==> src/rtl/strobe_timer_scheduler_pkg.sv <==
`default_nettype none
// strobe_sched_pkg: shared tick-index, mode and arbiter-state definitions for the strobe timer scheduler.
// Revision: 1.0

package strobe_sched_pkg;

   localparam logic [1:0] TICK_1MS   = 2'd0;
   localparam logic [1:0] TICK_16MS  = 2'd1;
   localparam logic [1:0] TICK_125MS = 2'd2;
   localparam logic [1:0] TICK_1S    = 2'd3;

   localparam logic MODE_ONESHOT  = 1'b0;
   localparam logic MODE_PERIODIC = 1'b1;

   typedef enum logic {
      ARB_IDLE = 1'b0,
      ARB_BUSY = 1'b1
   } arb_state_e;

endpackage

`default_nettype wire

==> src/rtl/strobe_timer_scheduler_channel.sv <==
`default_nettype none
// timer_channel: one countdown channel with reload, Active, Pending and sticky Overrun state.
// Revision: 1.0

module timer_channel
   import strobe_sched_pkg::*;
#(
   parameter int CNT_W = 8
) (
   input  logic             clk_i,
   input  logic             rst_i,
   input  logic [3:0]       tick_i,
   input  logic             cfg_wr_i,
   input  logic             cfg_en_i,
   input  logic             cfg_periodic_i,
   input  logic [1:0]       cfg_base_i,
   input  logic [CNT_W-1:0] cfg_load_i,
   input  logic             ack_i,
   input  logic             ovr_clr_i,
   output logic             active_o,
   output logic             pending_o,
   output logic             overrun_o
);

   logic [CNT_W-1:0] count_q, count_d;
   logic [CNT_W-1:0] load_q, load_d;
   logic             mode_q, mode_d;
   logic [1:0]       base_q, base_d;
   logic             active_q, active_d;
   logic             pending_q, pending_d;
   logic             overrun_q, overrun_d;

   logic [CNT_W-1:0] w_load;
   logic             w_tick_hit;
   logic             w_expire;

   // A zero load would never expire; treat it as "expire on the next tick".
   assign w_load     = (cfg_load_i == '0) ? CNT_W'(1) : cfg_load_i;
   assign w_tick_hit = active_q && tick_i[base_q] && !cfg_wr_i;
   assign w_expire   = w_tick_hit && (count_q == CNT_W'(1));

   always_comb begin
      count_d   = count_q;
      load_d    = load_q;
      mode_d    = mode_q;
      base_d    = base_q;
      active_d  = active_q;
      pending_d = pending_q;
      overrun_d = overrun_q;

      if (cfg_wr_i) begin
         pending_d = 1'b0;
         if (cfg_en_i) begin
            active_d = 1'b1;
            count_d  = w_load;
            load_d   = w_load;
            mode_d   = cfg_periodic_i ? MODE_PERIODIC : MODE_ONESHOT;
            base_d   = cfg_base_i;
         end else begin
            active_d = 1'b0;
         end
      end else if (w_expire) begin
         pending_d = 1'b1;
         if (mode_q == MODE_PERIODIC) begin
            count_d = load_q;
         end else begin
            active_d = 1'b0;
         end
      end else begin
         if (w_tick_hit) begin
            count_d = count_q - CNT_W'(1);
         end
         if (ack_i) begin
            pending_d = 1'b0;
         end
      end

      // A re-expiry that coincides with the ack of the previous event is not an overrun.
      if (w_expire && pending_q && !ack_i) begin
         overrun_d = 1'b1;
      end else if (ovr_clr_i) begin
         overrun_d = 1'b0;
      end
   end

   always_ff @(posedge clk_i or posedge rst_i) begin
      if (rst_i) begin
         count_q   <= '0;
         load_q    <= '0;
         mode_q    <= MODE_ONESHOT;
         base_q    <= 2'd0;
         active_q  <= 1'b0;
         pending_q <= 1'b0;
         overrun_q <= 1'b0;
      end else begin
         count_q   <= count_d;
         load_q    <= load_d;
         mode_q    <= mode_d;
         base_q    <= base_d;
         active_q  <= active_d;
         pending_q <= pending_d;
         overrun_q <= overrun_d;
      end
   end

   assign active_o  = active_q;
   assign pending_o = pending_q;
   assign overrun_o = overrun_q;

endmodule

`default_nettype wire

==> src/rtl/strobe_timer_scheduler.sv <==
`default_nettype none
// strobe_timer_scheduler: NUM_CH strobe-driven countdown channels serialized onto one valid/ack event port.
// Revision: 1.0

module strobe_timer_scheduler
   import strobe_sched_pkg::*;
#(
   parameter int NUM_CH = 4,
   parameter int CNT_W  = 8
) (
   input  logic                      LpcClock,
   input  logic                      Reset,
   input  logic [3:0]                Tick,
   input  logic                      CfgWr,
   input  logic [$clog2(NUM_CH)-1:0] CfgCh,
   input  logic                      CfgEn,
   input  logic                      CfgPeriodic,
   input  logic [1:0]                CfgBase,
   input  logic [CNT_W-1:0]          CfgLoad,
   output logic                      EvtValid,
   output logic [$clog2(NUM_CH)-1:0] EvtCh,
   input  logic                      EvtAck,
   output logic [NUM_CH-1:0]         Active,
   output logic [NUM_CH-1:0]         Overrun,
   input  logic                      OvrClr
);

   localparam int CH_W = $clog2(NUM_CH);

   arb_state_e      state_q;
   logic [CH_W-1:0] ptr_q;
   logic [CH_W-1:0] evt_ch_q;
   logic            evt_valid_q;

   logic [NUM_CH-1:0] w_pending;
   logic [NUM_CH-1:0] w_ack;
   logic [CH_W-1:0]   w_sel;

   generate
      for (genvar g = 0; g < NUM_CH; g++) begin : g_ch
         assign w_ack[g] = (state_q == ARB_BUSY) && EvtAck && (evt_ch_q == CH_W'(g));

         timer_channel #(
            .CNT_W(CNT_W)
         ) u_channel (
            .clk_i         (LpcClock),
            .rst_i         (Reset),
            .tick_i        (Tick),
            .cfg_wr_i      (CfgWr && (CfgCh == CH_W'(g))),
            .cfg_en_i      (CfgEn),
            .cfg_periodic_i(CfgPeriodic),
            .cfg_base_i    (CfgBase),
            .cfg_load_i    (CfgLoad),
            .ack_i         (w_ack[g]),
            .ovr_clr_i     (OvrClr),
            .active_o      (Active[g]),
            .pending_o     (w_pending[g]),
            .overrun_o     (Overrun[g])
         );
      end
   endgenerate

   // Walk from the farthest candidate back toward Ptr+1 so the nearest pending channel wins.
   always_comb begin
      w_sel = '0;
      for (int i = NUM_CH; i >= 1; i--) begin
         if (w_pending[(int'(ptr_q) + i) % NUM_CH]) begin
            w_sel = CH_W'((int'(ptr_q) + i) % NUM_CH);
         end
      end
   end

   always_ff @(posedge LpcClock or posedge Reset) begin
      if (Reset) begin
         state_q     <= ARB_IDLE;
         ptr_q       <= CH_W'(NUM_CH - 1);
         evt_ch_q    <= '0;
         evt_valid_q <= 1'b0;
      end else begin
         case (state_q)
            ARB_IDLE: begin
               if (|w_pending) begin
                  evt_ch_q    <= w_sel;
                  evt_valid_q <= 1'b1;
                  state_q     <= ARB_BUSY;
               end
            end
            ARB_BUSY: begin
               if (EvtAck) begin
                  ptr_q       <= evt_ch_q;
                  evt_valid_q <= 1'b0;
                  state_q     <= ARB_IDLE;
               end
            end
            default: begin
               evt_valid_q <= 1'b0;
               state_q     <= ARB_IDLE;
            end
         endcase
      end
   end

   assign EvtValid = evt_valid_q;
   assign EvtCh    = evt_ch_q;

endmodule

`default_nettype wire
==> config.mk <==
export PLATFORM = sky130hd
export DESIGN_NAME = strobe_timer_scheduler
export DESIGN_NICKNAME = d
export VERILOG_FILES = /design/src/rtl/strobe_timer_scheduler_pkg.sv /design/src/rtl/strobe_timer_scheduler_channel.sv /design/src/rtl/strobe_timer_scheduler.sv
export SDC_FILE = /design/constraint.sdc
export NUM_CORES = 1
export LEC_CHECK = 0
export BUFFER_PORTS_ARGS = -buffer_cell sky130_fd_sc_hd__buf_4
export CELL_PAD_IN_SITES_DETAIL_PLACEMENT = 1
export CELL_PAD_IN_SITES_GLOBAL_PLACEMENT = 1
export CORE_ASPECT_RATIO = 0.75
export CORE_UTILIZATION = 45
export DETAILED_ROUTE_END_ITERATION = 16
export GPL_ROUTABILITY_DRIVEN = 1
export PLACE_DENSITY_LB_ADDON = 0.1
export SYNTH_ARGS = -nofsm -noshare
export SYNTH_HDL_FRONTEND = slang
export SYNTH_HIERARCHICAL = 1
export SYNTH_SLANG_ARGS = --single-unit
==> constraint.sdc <==
create_clock -name LpcClock -period 2.5 [get_ports LpcClock]
set_input_delay 0.375 -clock LpcClock [delete_from_list [all_inputs] [get_ports LpcClock]]
set_output_delay 0.375 -clock LpcClock [all_outputs]
set_load 0.01 [all_outputs]
==> flow_summary.ini, run 1 <==
[route]
drt_iter0_markers = 217
dr.pass1.iters = 4
wire_per_inst_um = 21.0
ant_nets = 0
drcViolationCount = 0
vias = 4414
wirelength_mm = 15.3
viasPerCell = 6.06

[clock_network]
clkTransAtPathRegs_ns = 0.07
cts_tree = done
clock_latency_ns = 0.35
numCtsBuffers = 9
h-tree-depth = 3
clkSinkCount = 94
clockRootBuffer = clkbuf_16
cts_setup_buffers = 0
ctsLongestPathBuffers = 2

[sta]
rsz0062_at_grt = false
finalSetupTns_ns = 0
fin_skew_ns = 0.00880
finalHoldViolCount = 0
fmax_mhz = 448
fin_ws_ns = 0.268
fin_crit_sh = 0.893
min_period_ns = 2.23
worst_pin_slew_ns = 0.915
drv_slew = 0
relSlewSlack = 0.390
finalSetupViolations = 0

[outcome]
status = finished, final reports clean

[power]
leakage_nw = 2.60
power_switching_mw = 2.06
switching_share = 0.358
p_int_mw = 3.69
power_density_mw_per_mm2 = 939
clockPowerShare = 0.238
seqPwrFrac = 0.445
pwr-share-comb = 0.317
vdd_ir_drop_max_mv = 0.373

[setup_path]
critical_path_class = reg2reg
slowest_delay_ns = 0.43
timing.rr.start = g_ch[3].u_channel/count_q[1]
r2r_end = g_ch[3].u_channel/count_q[0]
end_kind = flop
worstRegToRegCells = 8
cp_cell_sequence = inv_1 > ha_1 > nor2b_1 > nand3_1 > a2111oi_4 > or2_1 > buf_4 > mux2i_1
slowest_stage = a2111oi_4
required_ns = 2.77
crit_fanout = 6
crit_arrival_ns = 2.50
reg2reg_slack_ns = 0.27
crit_path_start_kind = flop

[yosys]
synthXorXnorAreaFrac = 0
ys_ff_latch = 94
synth_warnings = 6
synthTopCellsByArea = dfrtp_1, mux2_2, o21ai_0
synthSimpleGateAreaFrac = 0.187
synth-adder-area-share = 0.0187
synth_edf_count = 0
syn-num-nets = 550
synthCells = 519
synth_mux_area_frac = 0.127
synth_compound_area_frac = 0.186
async_reset_ff_frac = 1.00
syn_avg_cell_area_um2 = 10.3
yosys.area.top_type_share = 0.430
synth-main-ff-cell = dfrtp_1
synth_top_family_by_area = simple AND/OR/NAND/NOR gates
ys_types = 57
ys_seq_area_frac = 0.440
netlist_area_mm2 = 0.00536
yosysTopAreaCell = dfrtp_1

[place]
place_congestion = 0.857
dp_hpwl_mm = 10.6
post-place-ws_ns = 0.326
io_buffers = 33

[global_route]
gr-total-overflow = 0
grt_pass1_vias = 4555
antenna_found_initial = 0
grt_use_total = 0.262
grt_pass1_wl_mm = 24.1
grt_max_degree = 23

[flow_run]
drv_cap = 0

[floorplan]
die_w_um = 128
rows = 34
core_area_mm2 = 0.0116
initial_utilization = 0.461
io_pins = 34
die-area_mm2 = 0.0123
fp.dieH_um = 96.5

[cells_and_area]
syn_to_final_growth_pct = 14.3
antenna_cells_inserted = 0
drive_gt1_frac = 0.233
nets = 592

[hold_path]
hp-class = in2reg
hold_path_depth = 2
min_to = state_q
hp-start = EvtAck
cells in the final DEF, fill, tap and decap left out, types with 4 or more instances in the layout:
cell type,synthesis,final
dfrtp_1,92,92
buf_4,0,49
mux2_2,40,40
nand2_1,36,36
o21ai_0,35,35
inv_1,31,31
a21oi_1,24,24
nor2_1,21,21
nor3_1,21,21
mux2i_1,13,13
a22o_1,13,13
nor4_1,11,11
nor2b_1,10,10
a221o_1,10,10
nand2b_1,9,9
a221oi_1,9,9
clkbuf_16,0,9
o22ai_1,8,8
ha_1,8,8
a31oi_1,7,7
nand3_1,6,6
or3_1,6,6
nor3b_1,7,6
a211oi_1,6,6
and2_1,5,5
nand4_1,4,4
a211o_1,4,4
final cells by class:
class | instances | area (um2)
clock inverters | 5 | 58.8
clock buffers | 11 | 233
flip-flops and latches | 94 | 2350
repair buffers | 50 | 378
inverters | 31 | 116
well taps | 162 | 203
fillers | 1290 | 5490
multi-input cells | 375 | 2780
worst max path at each step:
stage / from / end / slack, ns
detailed placement: CfgCh[0] / g_ch[1].u_channel/count_q[5] / 0.33
global route: g_ch[3].u_channel/count_q[1] / g_ch[3].u_channel/count_q[4] / 0.17
CTS: g_ch[3].u_channel/count_q[1] / g_ch[3].u_channel/count_q[0] / 0.32
floorplan: g_ch[3].u_channel/count_q[1] / g_ch[3].u_channel/count_q[1] / 0.42
global placement: CfgWr / g_ch[0].u_channel/count_q[7] / 0.37
finish: g_ch[3].u_channel/count_q[1] / g_ch[3].u_channel/count_q[0] / 0.27
repair_timing:
action	4_1_cts	5_1_grt
hold endpoints to repair	4	0
hold buffers	1	0
resized for setup	0	0
synth_stat cells (10+ instances only):
cell type / instances
nor2b_1: 10
nor3_1: 21
nand2_1: 36
mux2_2: 40
mux2i_1: 13
a21oi_1: 24
nor4_1: 11
a22o_1: 13
nor2_1: 21
o21ai_0: 35
a221o_1: 10
inv_1: 31
dfrtp_1: 92
registers in the layout (all words and copies together) (netlist names), 2 cells and up:
| name | cells |
|---|---|
| g_ch.u_channel/mode_q | 4 |
| g_ch.u_channel/overrun_o | 4 |
| g_ch.u_channel/load_q | 32 |
| g_ch.u_channel/count_q | 32 |
| ptr_q | 2 |
| g_ch.u_channel/active_o | 4 |
| g_ch.u_channel/pending_o | 4 |
| EvtCh | 2 |
| g_ch.u_channel/base_q | 8 |
metal layers:
metal  GRT usage  wire length, um  vias up
met5           0                0        -
met4      0.0853              322        0
met2       0.430             7110       90
li1            -                -     2049
met1       0.351             7010     2254
met3      0.0501              845       21
stage by stage:
step                      power [mW]   util  instances  area [um2]  hold WS [ns]
final                           5.75  0.527        728        6120         0.235
after global routing            6.11  0.527        728        6120         0.240
after floorplan                 3.76      -        519        5360         0.165
after CTS                       5.79  0.527        728        6120         0.226
after global placement          4.28  0.501        711        5820         0.350
after detailed placement        4.38  0.501        711        5820         0.359
cells by family (layout without fill, tap and decap cells):
| kind of cell | count (synthesis) | after routing |
|---|---|---|
| fa+ha+maj | 8 | 8 |
| flops | 94 | 94 |
| simple gates | 169 | 169 |
| buf+inv | 50 | 97 |
| mux | 58 | 58 |
| compound gates | 140 | 140 |
power by group through the flow:
stage | registers, mW | logic (mW) | clock network, mW
after global routing | 2.63 | 2.03 | 1.45
after floorplan | 2.42 | 1.34 | 0
final | 2.56 | 1.82 | 1.37
after global placement | 2.54 | 1.74 | 0
after CTS | 2.55 | 1.83 | 1.41
after detailed placement | 2.57 | 1.81 | 0
worst max-delay path: cells and delay by family, from the launching register on:
kind            cells  cell delay [ns]
fa+ha+maj           1             0.18
flops               1             0.41
buf+inv             2             0.28
mux                 1             0.19
simple gates        3             0.66
compound gates      1             0.43
(Power assumes the default switching activity.)
==> run 2, diff against run 1 <==
Settings changed: ABC_AREA set to 1, SLEW_MARGIN set to 20.
==> flow_summary.ini, run 2 <==
[outcome]
status = finished, final reports clean

[clock_network]
clkSinkCount = 94
ctsLongestPathBuffers = 2
cts_tree = done
numCtsBuffers = 9
clock_latency_ns = 0.35
cts_setup_buffers = 0
ctsResizeCount = 0
h-tree-depth = 3
clockRootBuffer = clkbuf_16
clkTransAtPathRegs_ns = 0.06
cts_hold_buf = 1

[setup_path]
required_ns = 2.74
crit_path_start_kind = flop
timing.rr.start = g_ch[3].u_channel/base_q[0]
reg2reg_slack_ns = 0.73
slowest_stage = dfrtp_1
end_kind = flop
critical_path_class = reg2reg
cpLargestDelayFamily = simple AND/OR/NAND/NOR gates
slowest_delay_ns = 0.40
timing.critical_path.buf_inv = 2
r2r_end = g_ch[3].u_channel/count_q[2]
crit_fanout = 11
worstRegToRegCells = 10
cp_common_cell = nand2_1
cp_cell_sequence = inv_1 > nand2_1 > nand3_1 > nand2_1 > nand2_1 > nand2_1 > nand2_4 > inv_6 > nand2_1 > nand2_1
crit_arrival_ns = 2.01

[route]
drt_iter0_markers = 296
drcViolationCount = 0
wire_per_inst_um = 16.9
viasPerCell = 5.37
wirelength_mm = 17.4
dr.pass1.iters = 4
ant_nets = 0
vias = 5524

[global_route]
grt_use_total = 0.272
grt_pass1_vias = 5709
gr-total-overflow = 0
grt_pass1_wl_mm = 28.7
grt_max_degree = 23
antenna_found_initial = 0

[sta]
finalSetupTns_ns = 0
finalSetupViolations = 0
drv_slew = 0
worst_pin_slew_ns = 0.898
relSlewSlack = 0.400
fin_skew_ns = 0.00951
finalHoldViolCount = 0
fmax_mhz = 565
min_period_ns = 1.77
rsz0062_at_grt = false
fin_crit_sh = 0.708

[cells_and_area]
nets = 884
antenna_cells_inserted = 0
layout_commonest_cell = nand2_1
drive_gt1_frac = 0.128
finalNonFillerCells = 1029
syn_to_final_growth_pct = 11.3
top_regs = g_ch.u_channel/count_q x32, g_ch.u_channel/load_q x32, g_ch.u_channel/base_q x8
final_cell_mix = nand2_1, inv_1, dfrtp_1

[yosys]
synthTopCellsByArea = dfrtp_1, nand2_1, inv_1
synth-main-ff-cell = dfrtp_1
synth_warnings = 6
yosys.area.top_type_share = 0.386
yosysMostFrequentCell = nand2_1
synthTopCellsByCount = nand2_1, inv_1, dfrtp_1
netlist_area_mm2 = 0.00596
synth_edf_count = 0
synthCells = 820
async_reset_ff_frac = 1.00
syn-num-nets = 851
ys_seq_area_frac = 0.395
ys_ff_latch = 94
ys_types = 31
syn_avg_cell_area_um2 = 7.27
yosysTopAreaCell = dfrtp_1

[power]
vdd_ir_drop_max_mv = 0.439
pwr-share-comb = 0.436
leakage_nw = 3.51
power_switching_mw = 2.88
power_density_mw_per_mm2 = 988
p_int_mw = 3.68
seqPwrFrac = 0.369
switching_share = 0.439
clockPowerShare = 0.195

[place]
io_buffers = 33
place_congestion = 0.857
dp_hpwl_mm = 13.0
placed_cells = 1012

[floorplan]
core_area_mm2 = 0.0130
io_pins = 34
initial_utilization = 0.459
die_w_um = 135
die-area_mm2 = 0.0137
fp.dieH_um = 102
rows = 36

[flow_run]
drv_cap = 0

[hold_path]
hp-start = EvtAck
hold_path_depth = 2
hp-class = in2reg
min_to = state_q
[run 2: changes by cell type after synthesis, sizes merged, moves of 15 or more]
cell and change:
nand2 +266, o21ai +17, mux2 -42, a21oi -22
inv +92, nor2 +31, nor3 -15, nand4 +43
nand3 +84
[run 2: worst max-delay path by stage]
stage	to	cells after the start	slack, ns	from
after floorplan	g_ch[2].u_channel/count_q[6]	8	0.92	CfgCh[1]
after global placement	g_ch[3].u_channel/count_q[6]	11	0.62	CfgWr
after detailed placement	g_ch[3].u_channel/count_q[4]	11	0.46	CfgWr
after CTS	g_ch[3].u_channel/count_q[5]	10	0.75	g_ch[3].u_channel/base_q[0]
after global routing	g_ch[3].u_channel/count_q[4]	11	0.63	CfgWr
final	g_ch[3].u_channel/count_q[2]	10	0.73	g_ch[3].u_channel/base_q[0]
[run 2: power groups by stage]
stage	clock (mW)	sequential [mW]	combinational, mW
global route	1.37	2.48	3.26
CTS	1.31	2.41	2.87
finish	1.28	2.42	2.86
detailed placement	0	2.43	2.84
global placement	0	2.42	2.69
floorplan	0	2.32	2.21
[run 2: metrics by stage]
| step | area (um2) | hold WS, ns | worst slack [ns] | utilization | total power [mW] |
|---|---|---|---|---|---|
| global route | 6640 | 0.229 | 0.626 | 0.511 | 7.10 |
| detailed placement | 6360 | 0.354 | 0.455 | 0.490 | 5.27 |
| finish | 6640 | 0.227 | 0.731 | 0.511 | 6.56 |
| global placement | 6360 | 0.341 | 0.617 | 0.490 | 5.10 |
| CTS | 6640 | 0.223 | 0.752 | 0.511 | 6.59 |
| floorplan | 5960 | 0.165 | 0.919 | - | 4.53 |
[run 2: area by class of cell]
class | instances | area, um2
clock buffers | 14 | 254
clock inverters | 2 | 10.0
fillers | 1682 | 6340
inverters | 127 | 494
multi-input cells | 582 | 3010
flip-flops and latches | 94 | 2350
well taps | 171 | 214
repair buffers | 39 | 295
[run 2: worst register-to-register path: cells and delay by family (launching register included)]
family	cells	cell delay, ns
flops	1	0.40
buf+inv	2	0.17
simple gates	8	1.10
[run 2: metal layers]
layer | up-vias | wire, um | global-route usage
li1 | 2679 | - | -
met2 | 84 | 8130 | 0.450
met1 | 2732 | 8260 | 0.363
met5 | - | 0 | 0
met4 | 0 | 319 | 0.0787
met3 | 29 | 649 | 0.0516
[run 2: kinds of logic (layout without fill, tap and decap cells)]
family	count (synthesis)	after routing	synth area share
DFF	94	94	0.395
and+or+nand+nor	499	499	0.415
AOI/OAI and AO/OA	63	63	0.0558
buffers and inverters	144	182	0.0995
xor gates and xnor gates	12	12	0.0176
adders and majority gates	8	8	0.0168
